<file path="config.mk">
export PLATFORM = sky130hd
export DESIGN_NAME = seq_shift_register_flat
export DESIGN_NICKNAME = d
export VERILOG_FILES = /design/src/rtl/seq_shift_register_pkg.sv /design/src/rtl/seq_shift_register_if.sv /design/src/rtl/seq_shift_register_step.sv /design/src/rtl/seq_shift_register.sv /design/src/flat_wrapper.sv
export SDC_FILE = /design/constraint.sdc
export NUM_CORES = 1
export LEC_CHECK = 0
export ABC_CLOCK_PERIOD_IN_PS = 3850
export CAP_MARGIN = 20
export CORE_MARGIN = 5
export CORE_UTILIZATION = 40
export CTS_BUF_LIST = sky130_fd_sc_hd__clkbuf_8
export DETAILED_ROUTE_END_ITERATION = 8
export MAX_ROUTING_LAYER = met4
export PLACE_DENSITY = 0.69
export RECOVER_POWER = 50
export SLEW_MARGIN = 20
export SYNTH_ARGS = -nofsm -noshare
export SYNTH_HDL_FRONTEND = slang
export SYNTH_SLANG_ARGS = --single-unit
</file>
<file path="constraint.sdc">
create_clock -name clock -period 3.85 [get_ports clock]
set_clock_uncertainty 0.1 [all_clocks]
set_input_delay 0.77 -clock clock [delete_from_list [all_inputs] [get_ports clock]]
set_output_delay 0.77 -clock clock [all_outputs]
set_load 0.05 [all_outputs]
</file>
<file path="src/rtl/seq_shift_register_pkg.sv">
// Shared types for the sequenced shift register: shift modes, FSM states
// and the reserved-mode decoder.
package seq_shift_pkg;

    typedef enum logic [2:0] {
        MODE_ROR = 3'd0,
        MODE_ROL = 3'd1,
        MODE_LSR = 3'd2,
        MODE_LSL = 3'd3,
        MODE_ASR = 3'd4
    } mode_t;

    typedef enum logic [1:0] {
        IDLE  = 2'd0,
        SHIFT = 2'd1,
        DONE  = 2'd2
    } state_t;

    // Codes 5..7 have no shift behaviour; a start with one of them completes at once.
    function automatic logic is_reserved(input logic [2:0] mode);
        return (mode > 3'd4);
    endfunction

endpackage

</file>
<file path="src/rtl/seq_shift_register_if.sv">
// Request/status bundle between a controller (master) and the shift register (slave).
interface seq_shift_register_if #(
    parameter int WIDTH = 8,
    parameter int AMT_W = 4
);
    logic             load;
    logic [WIDTH-1:0] data_in;
    logic             start;
    logic [2:0]       mode;
    logic [AMT_W-1:0] amount;
    logic [WIDTH-1:0] q;
    logic             shift_out;
    logic             busy;
    logic             done;

    modport master (
        output load, data_in, start, mode, amount,
        input  q, shift_out, busy, done
    );

    modport slave (
        input  load, data_in, start, mode, amount,
        output q, shift_out, busy, done
    );
endinterface

</file>
<file path="src/rtl/seq_shift_register_step.sv">
// Combinational single-position step: given the current word and mode,
// produces the word after one shift/rotate and the bit pushed out.
module shift_step_unit
    import seq_shift_pkg::*;
#(
    parameter int WIDTH = 8
) (
    input  logic [WIDTH-1:0] q_i,
    input  mode_t            mode_r_i,
    output logic [WIDTH-1:0] q_next_o,
    output logic             out_o
);

    always_comb begin
        q_next_o = q_i;
        out_o    = 1'b0;
        case (mode_r_i)
            MODE_ROR: begin
                q_next_o = {q_i[0], q_i[WIDTH-1:1]};
                out_o    = q_i[0];
            end
            MODE_ROL: begin
                q_next_o = {q_i[WIDTH-2:0], q_i[WIDTH-1]};
                out_o    = q_i[WIDTH-1];
            end
            MODE_LSR: begin
                q_next_o = {1'b0, q_i[WIDTH-1:1]};
                out_o    = q_i[0];
            end
            MODE_LSL: begin
                q_next_o = {q_i[WIDTH-2:0], 1'b0};
                out_o    = q_i[WIDTH-1];
            end
            MODE_ASR: begin
                q_next_o = {q_i[WIDTH-1], q_i[WIDTH-1:1]};
                out_o    = q_i[0];
            end
            default: begin
                q_next_o = q_i;
                out_o    = 1'b0;
            end
        endcase
    end

endmodule

</file>
<file path="src/rtl/seq_shift_register.sv">
// Multi-mode shift/rotate register that walks a requested distance one bit
// per clock, with parallel load/abort and a busy/done handshake.
module seq_shift_register
    import seq_shift_pkg::*;
#(
    parameter int WIDTH = 8,
    parameter int AMT_W = 4
) (
    input  logic               clock,
    input  logic               reset,
    seq_shift_register_if.slave bus
);

    state_t           state_q, state_d;
    logic [WIDTH-1:0] word_q, word_d;
    logic             shiftOut_q, shiftOut_d;
    logic [AMT_W-1:0] count_q, count_d;
    mode_t            modeR_q, modeR_d;
    logic [WIDTH-1:0] stepWord;
    logic             stepOut;
    logic             busy;
    logic             done;

    shift_step_unit #(
        .WIDTH(WIDTH)
    ) stepUnit (
        .q_i      (word_q),
        .mode_r_i (modeR_q),
        .q_next_o (stepWord),
        .out_o    (stepOut)
    );

    always_ff @(posedge clock) begin
        if (reset) begin
            state_q    <= IDLE;
            word_q     <= '0;
            shiftOut_q <= 1'b0;
            count_q    <= '0;
            modeR_q    <= MODE_ROR;
        end else begin
            state_q    <= state_d;
            word_q     <= word_d;
            shiftOut_q <= shiftOut_d;
            count_q    <= count_d;
            modeR_q    <= modeR_d;
        end
    end

    // Load wins over start in IDLE and aborts a shift in progress; DONE ignores both.
    always_comb begin
        state_d    = state_q;
        word_d     = word_q;
        shiftOut_d = shiftOut_q;
        count_d    = count_q;
        modeR_d    = modeR_q;
        case (state_q)
            IDLE: begin
                if (bus.load) begin
                    word_d     = bus.data_in;
                    shiftOut_d = 1'b0;
                end else if (bus.start) begin
                    if ((bus.amount == '0) || is_reserved(bus.mode)) begin
                        state_d = DONE;
                    end else begin
                        modeR_d = mode_t'(bus.mode);
                        count_d = bus.amount;
                        state_d = SHIFT;
                    end
                end
            end
            SHIFT: begin
                if (bus.load) begin
                    word_d     = bus.data_in;
                    shiftOut_d = 1'b0;
                    state_d    = IDLE;
                end else begin
                    word_d     = stepWord;
                    shiftOut_d = stepOut;
                    count_d    = count_q - AMT_W'(1);
                    if (count_q == AMT_W'(1)) begin
                        state_d = DONE;
                    end
                end
            end
            DONE: begin
                state_d = IDLE;
            end
            default: begin
                state_d = IDLE;
            end
        endcase
    end

    always_comb begin
        busy = (state_q != IDLE);
        done = (state_q == DONE);
    end

    assign bus.q         = word_q;
    assign bus.shift_out = shiftOut_q;
    assign bus.busy      = busy;
    assign bus.done      = done;

endmodule

</file>
<file path="src/flat_wrapper.sv">
// flat-port wrapper written by rule: the top's interface ports become plain ports
module seq_shift_register_flat import seq_shift_pkg::*;
#(
    parameter int WIDTH = 8,
    parameter int AMT_W = 4
)
  (clock, reset, bus_load, bus_data_in, bus_start, bus_mode, bus_amount, bus_q, bus_shift_out, bus_busy, bus_done);
  seq_shift_register_if #(.WIDTH(WIDTH), .AMT_W(AMT_W)) bus_i ();
  input  logic clock;
  input  logic reset;
  input wire logic [$bits(bus_i.load)-1:0] bus_load;
  input wire logic [$bits(bus_i.data_in)-1:0] bus_data_in;
  input wire logic [$bits(bus_i.start)-1:0] bus_start;
  input wire logic [$bits(bus_i.mode)-1:0] bus_mode;
  input wire logic [$bits(bus_i.amount)-1:0] bus_amount;
  output wire logic [$bits(bus_i.q)-1:0] bus_q;
  output wire logic [$bits(bus_i.shift_out)-1:0] bus_shift_out;
  output wire logic [$bits(bus_i.busy)-1:0] bus_busy;
  output wire logic [$bits(bus_i.done)-1:0] bus_done;
  assign bus_i.load = bus_load;
  assign bus_i.data_in = bus_data_in;
  assign bus_i.start = bus_start;
  assign bus_i.mode = bus_mode;
  assign bus_i.amount = bus_amount;
  assign bus_q = bus_i.q;
  assign bus_shift_out = bus_i.shift_out;
  assign bus_busy = bus_i.busy;
  assign bus_done = bus_i.done;
  seq_shift_register #(.WIDTH(WIDTH), .AMT_W(AMT_W)) u_core (.clock(clock), .reset(reset), .bus(bus_i));
endmodule
</file>
==> impl_metrics.tcl, run 1 <==
set metrics [dict create \
    cts_tree "done" \
    grt.overflow.total 0 \
    ant_nets 0 \
    status "finished, final reports clean" \
    synth-simple-area-share_pct 23.9 \
    synth_xor_area_share_pct 0 \
    start_util_pct 42.5 \
    dp.cells 179 \
    leakagePower_nw 0.533 \
    fin_crit_ns 2.95 \
    r2r_cells 4 \
    drt_iter0_markers 41 \
    synth_top_cell_area_share_pct 33.9 \
    ys_warn_count 0 \
    post_drt_via_cell_ratio 5.41 \
    slowest_stage "dlygate4sd3_1" \
    powerDensity_mw_per_mm2 351 \
    reg2reg_to "u_core.bus.q[7]" \
    syn_area_mm2 0.00106 \
    final_max_slew_viol_count 0 \
    max_freq_mhz 340 \
    die_area_mm2 0.00379 \
    root_buffer "clkbuf_8" \
    start_kind "primary input" \
    antenna_found_initial 0 \
    path_delay_family "buffers and inverters" \
    cts_buffer_depth 2 \
    ios 30 \
    criticalPathCategory "primary input to register" \
    wl_um 2560 \
    synth_edf_count 0 \
    hpwl_um 1990 \
    cp_max_fo 18 \
    yosys_register_bits 18 \
    yosys-mux-area-fraction_pct 12.2 \
    timing.final.crit_share_pct 76.5 \
    tightest_slew_ns 0.845 \
    fin_setup_tns_ns 0 \
    finalSetupViolCount 0 \
    synth_fa_ha_area_share_pct 2.36 \
    synth_area_leaders "dfxtp_1, mux2i_1, nor2_1" \
    holdPathStages 2 \
    rsz0062_at_grt "false" \
    hold_class "register to register" \
    die_h_um 61.5 \
    hp-start "u_core.bus.shift_out" \
    max_slew_margin_pct 43.6 \
    hold_end "u_core.bus.shift_out" \
    worstPathCellList "dlygate4sd3_1 > nor3b_1 > clkbuf_1 > a311oi_1 > and2_1" \
    crit_buf_inv 2 \
    drt_drc_violations_left 0 \
    io_buffers 29 \
    clock-sinks 18 \
    num_rows 18 \
    drive_gt1_share_pct 3.29 \
    cts_resized 0 \
    r2r_setup_slack_ns 1.63 \
    syn_to_final_growth_pct 31.0 \
    synth_ff_type "dfxtp_1" \
    cts.clk_slew.worst_paths_ns 0.06 \
    cp-end-kind "register" \
    synth_top_family_by_area "simple AND/OR/NAND/NOR gates" \
    syn_avg_cell_area_um2 8.50 \
    synth_top_area_cell "dfxtp_1" \
    worstReg2RegStart "u_core.state_q[0]" \
    stdcell_count 182 \
    synthArstFlopShare_pct 0 \
    routedWlPerCell_um 14.1 \
    cts_hold_buf 0 \
    hold_violations 0 \
    synth_nets 146 \
    peakVddDrop_uv 261 \
    core-area_mm2 0.00250 \
    gp_congestion 0.916 \
    cap_violations 0 \
    synth_cell_type_count 34 \
    grt_pass1_vias 944 \
    synth_cells 125 \
    dr.pass1.iters 6 \
    ys_seq_area_share_pct 33.9 \
    worstSkewPairLatency_ns 0.25 \
    critPathArrivalTime_ns 2.99 \
    crit_path_max_incr_delay_ns 0.62 \
    antenna_cells 0 \
    cts_setup_buffers 0 \
    final_nets 175 \
    grt_max_degree 19 \
    cts_buffers 3 \
    grt_pass1_wl_um 4360 \
    hold-worst-slack_ns 0.382 \
    worstPathRequired_ns 3.90 \
    vias 985 \
    synth_compound_area_share_pct 22.7 \
    track_usage_pct 15.3 \
    cp_num_cells 5 \
    die_w_um 61.5 \
    cts.htree.levels 1 \
]
[per-layer routing]
metal	up-vias	global-route usage [%]	routed length, µm
li1	501	-	-
met1	460	21.3	1200
met2	22	22.7	1210
met3	2	3.14	120
met4	0	3.64	27
met5	-	-	0
[through the flow]
step | instance area [µm²] | utilization, % | total power [mW] | worst slack (ns)
6_report | 1390 | 55.7 | 0.488 | 0.905
2_1_floorplan | 1060 | - | 0.315 | 1.80
4_1_cts | 1410 | 56.4 | 0.496 | 1.19
3_5_place_dp | 1370 | 54.8 | 0.369 | 1.32
3_3_place_gp | 1370 | 54.8 | 0.367 | 1.36
5_1_grt | 1390 | 55.7 | 0.515 | 0.712
[worst max-delay path by stage]
stage / startpoint / to / slack, ns
after global placement: bus_load / u_core.count_q[0] / 1.36
after floorplan: u_core.state_q[1] / bus_done / 1.80
after CTS: u_core.state_q[1] / bus_busy / 1.19
after detailed placement: bus_load / u_core.count_q[0] / 1.32
after global routing: bus_load / u_core.bus.q[0] / 0.71
final: bus_load / u_core.bus.q[7] / 0.90
[synth_stat cells (2+ instances only)]
cell type  number
dfxtp_1        18
ha_1            2
o21ai_0         2
mux2i_1        13
inv_1           6
a21oi_1        12
nor3_1          2
nor3b_2         2
nand2_1         5
o21bai_1        2
buf_2           5
nor2b_1         9
nor2_1         20
a22o_1          7
[worst register-to-register path, cell delays in order (launching register included)]
cell and delay, ns:
dfxtp_1 0.41, nor3b_1 0.63, clkbuf_1 0.59, a311oi_1 0.20
and2_1 0.19
[power by group]
| part | switching [mW] | internal (mW) |
|---|---|---|
| combinational | 0.0801 | 0.0644 |
| clock | 0.0564 | 0.0693 |
| sequential | 0.0169 | 0.201 |
| total | 0.153 | 0.334 |
[area by class of cell]
cell class / instances / area (µm²)
multi-input cells: 95 / 636
repair buffers: 30 / 294
inverters: 6 / 22.5
flip-flops and latches: 18 / 360
clock buffers: 3 / 41.3
well taps: 30 / 37.5
fillers: 249 / 1110
[cell usage in the layout (no fill, tap or decap), drive strengths merged, types with 2 or more instances in the layout]
| cell | Yosys | final |
|---|---|---|
| nor3b | 3 | 3 |
| or4 | 2 | 2 |
| nand2 | 5 | 5 |
| ha | 2 | 2 |
| clkbuf | 1 | 4 |
| o21ai | 3 | 3 |
| mux2i | 13 | 13 |
| clkdlybuf4s50 | 0 | 23 |
| nor2 | 20 | 20 |
| a22o | 7 | 7 |
| nor3 | 2 | 2 |
| dlygate4sd3 | 0 | 6 |
| o21bai | 2 | 2 |
| a21oi | 12 | 12 |
| dfxtp | 18 | 18 |
| nor2b | 9 | 9 |
| inv | 6 | 6 |
[sequential cells by signal (all words and copies together) (netlist names)]
signal                cells
u_core.modeR_q            3
u_core.count_q            4
u_core.state_q            2
u_core.bus.shift_out      1
u_core.bus.q              8
[cell families (layout without fill, tap and decap cells)]
kind of cell               after synthesis  after routing
AOI/OAI and AO/OA                       33             33
adders and majority gates                2              2
buffers and inverters                   12             39
DFF                                     18             18
muxes                                   13             13
and+or+nand+nor                         47             47
Power figures use the tool's default switching activity.
==> run 2, diff against run 1 <==
Settings changed: ABC_CLOCK_PERIOD_IN_PS 3850 to 2400, PLACE_DENSITY 0.69 to 0.71.
Clock period 3.85 ns to 2.4 ns, I/O delays scaled along.
==> run 2 against run 1 <==
Net effect: sequential cell count is the same; non-clock buffer count grew 4; largest cell class unchanged; highest routed layer unchanged; global-route usage shrank 0.87 points; critical path type is now register to output pin; critical path depth shrank 3; via count grew 0.10%.
==> impl_metrics.tcl, run 2 (synthesis gave the netlist of run 1 again) <==
set metrics [dict create \
    cap_violations 0 \
    cts_buffer_depth 2 \
    drt_drc_violations_left 0 \
    max_freq_mhz 439 \
    grt_max_degree 22 \
    hold_class "register to register" \
    rsz0062_at_grt "false" \
    cts_hold_buf 0 \
    cts.htree.levels 1 \
    ant_nets 0 \
    die_area_mm2 0.00379 \
    ios 30 \
    routedWlPerCell_um 13.7 \
    drt_iter0_markers 23 \
    powerDensity_mw_per_mm2 559 \
    start_kind "register" \
    dp.cells 183 \
    max_slew_margin_pct 60.3 \
    final_util_pct 56.8 \
    syn_to_final_growth_pct 33.6 \
    grt.overflow.total 0 \
    cts.clk_slew.worst_paths_ns 0.06 \
    final_nets 179 \
    cts_resized 0 \
    tightest_slew_ns 0.598 \
    root_buffer "clkbuf_8" \
    dr.pass1.iters 4 \
    antenna_found_initial 0 \
    cts_setup_buffers 0 \
    finalSetupViolCount 0 \
    final_cell_mix "clkdlybuf4s50_1, nor2_1, dfxtp_1" \
    start_util_pct 42.5 \
    multi_input_comb_area_um2 636 \
    largest_reg_flops 8 \
    clock-sinks 18 \
    worstSkewPairLatency_ns 0.25 \
    hpwl_um 1970 \
    io_buffers 29 \
    core-area_mm2 0.00250 \
    criticalPathCategory "register to output pin" \
    worstPathRequired_ns 1.82 \
    drive_gt1_share_pct 6.41 \
    antenna_cells 0 \
    r2r_cells 5 \
    peakVddDrop_uv 367 \
    fin_crit_ns 2.28 \
    die_w_um 61.5 \
    holdPathStages 2 \
    die_h_um 61.5 \
    layout_commonest_cell "clkdlybuf4s50_1" \
    grt_pass1_vias 867 \
    timing.final.crit_share_pct 95.0 \
    nFillCells 236 \
    vias 986 \
    stdcell_count 186 \
    fin_setup_tns_ns 0 \
    wl_um 2540 \
    cts_tree "done" \
    grt_pass1_wl_um 3940 \
    final_max_slew_viol_count 0 \
    leakagePower_nw 0.547 \
    hold_violations 0 \
    cp_max_fo 8 \
    cp-end-kind "output pin" \
    status "finished, final reports clean" \
    gp_congestion 0.850 \
    cts_buffers 3 \
    track_usage_pct 14.5 \
    post_drt_via_cell_ratio 5.30 \
    critPathArrivalTime_ns 1.70 \
    num_rows 18 \
    seq_area_um2 360 \
]
## run 2: cell count changes in the layout (fill, tap and decap cells not counted), sizes merged
cell	previous run	this run
dlygate4sd3	6	2
clkdlybuf4s50	23	26
buf	0	5
## run 2: power by group
part           total [mW]  switching, mW  leakage, nW  internal [mW]
logic               0.237          0.128        0.378          0.108
clock network       0.208         0.0968       0.0216          0.111
registers           0.349         0.0272        0.148          0.322
## run 2: area by class of cell
class	count	share of cell area, %
Multi-Input combinational cell	95	44.8
Sequential cell	18	25.4
Timing Repair Buffer	34	22.7
Clock buffer	3	2.91
Tap cell	30	2.65
Inverter	6	1.59
## run 2: final timing paths
check | from | end | slack [ns]
max | u_core.state_q[1] | bus_done | 0.12
min | u_core.bus.shift_out | u_core.bus.shift_out | 0.39
max reg2reg | u_core.state_q[0] | u_core.bus.q[6] | 0.59
min reg2reg | u_core.bus.shift_out | u_core.bus.shift_out | 0.39
## run 2: critical path, stage by stage (launching register included)
cell             delay (ns)
dfxtp_1                0.48
nor2b_1                0.17
clkdlybuf4s50_1        0.80
## run 2: per-stage QoR
step                      cell area, µm²  hold WS [ns]  worst slack, ns  power, mW
after floorplan                     1060         0.382            0.643      0.505
after detailed placement            1400         0.387            0.190      0.596
after CTS                           1440         0.397           0.0969      0.805
after global routing                1420         0.405           0.0736      0.831
final                               1420         0.391            0.121      0.794
after global placement              1400         0.372            0.205      0.593
## run 2: per-layer routing
metal | routed length, µm | up-vias | global-route usage [%] | part of all wire, %
li1 | - | 512 | - | -
met1 | 1280 | 449 | 19.7 | 50
met2 | 1110 | 23 | 20.8 | 44
met3 | 119 | 2 | 3.14 | 4.7
met4 | 29 | 0 | 5.45 | 1.1
met5 | 0 | - | - | 0
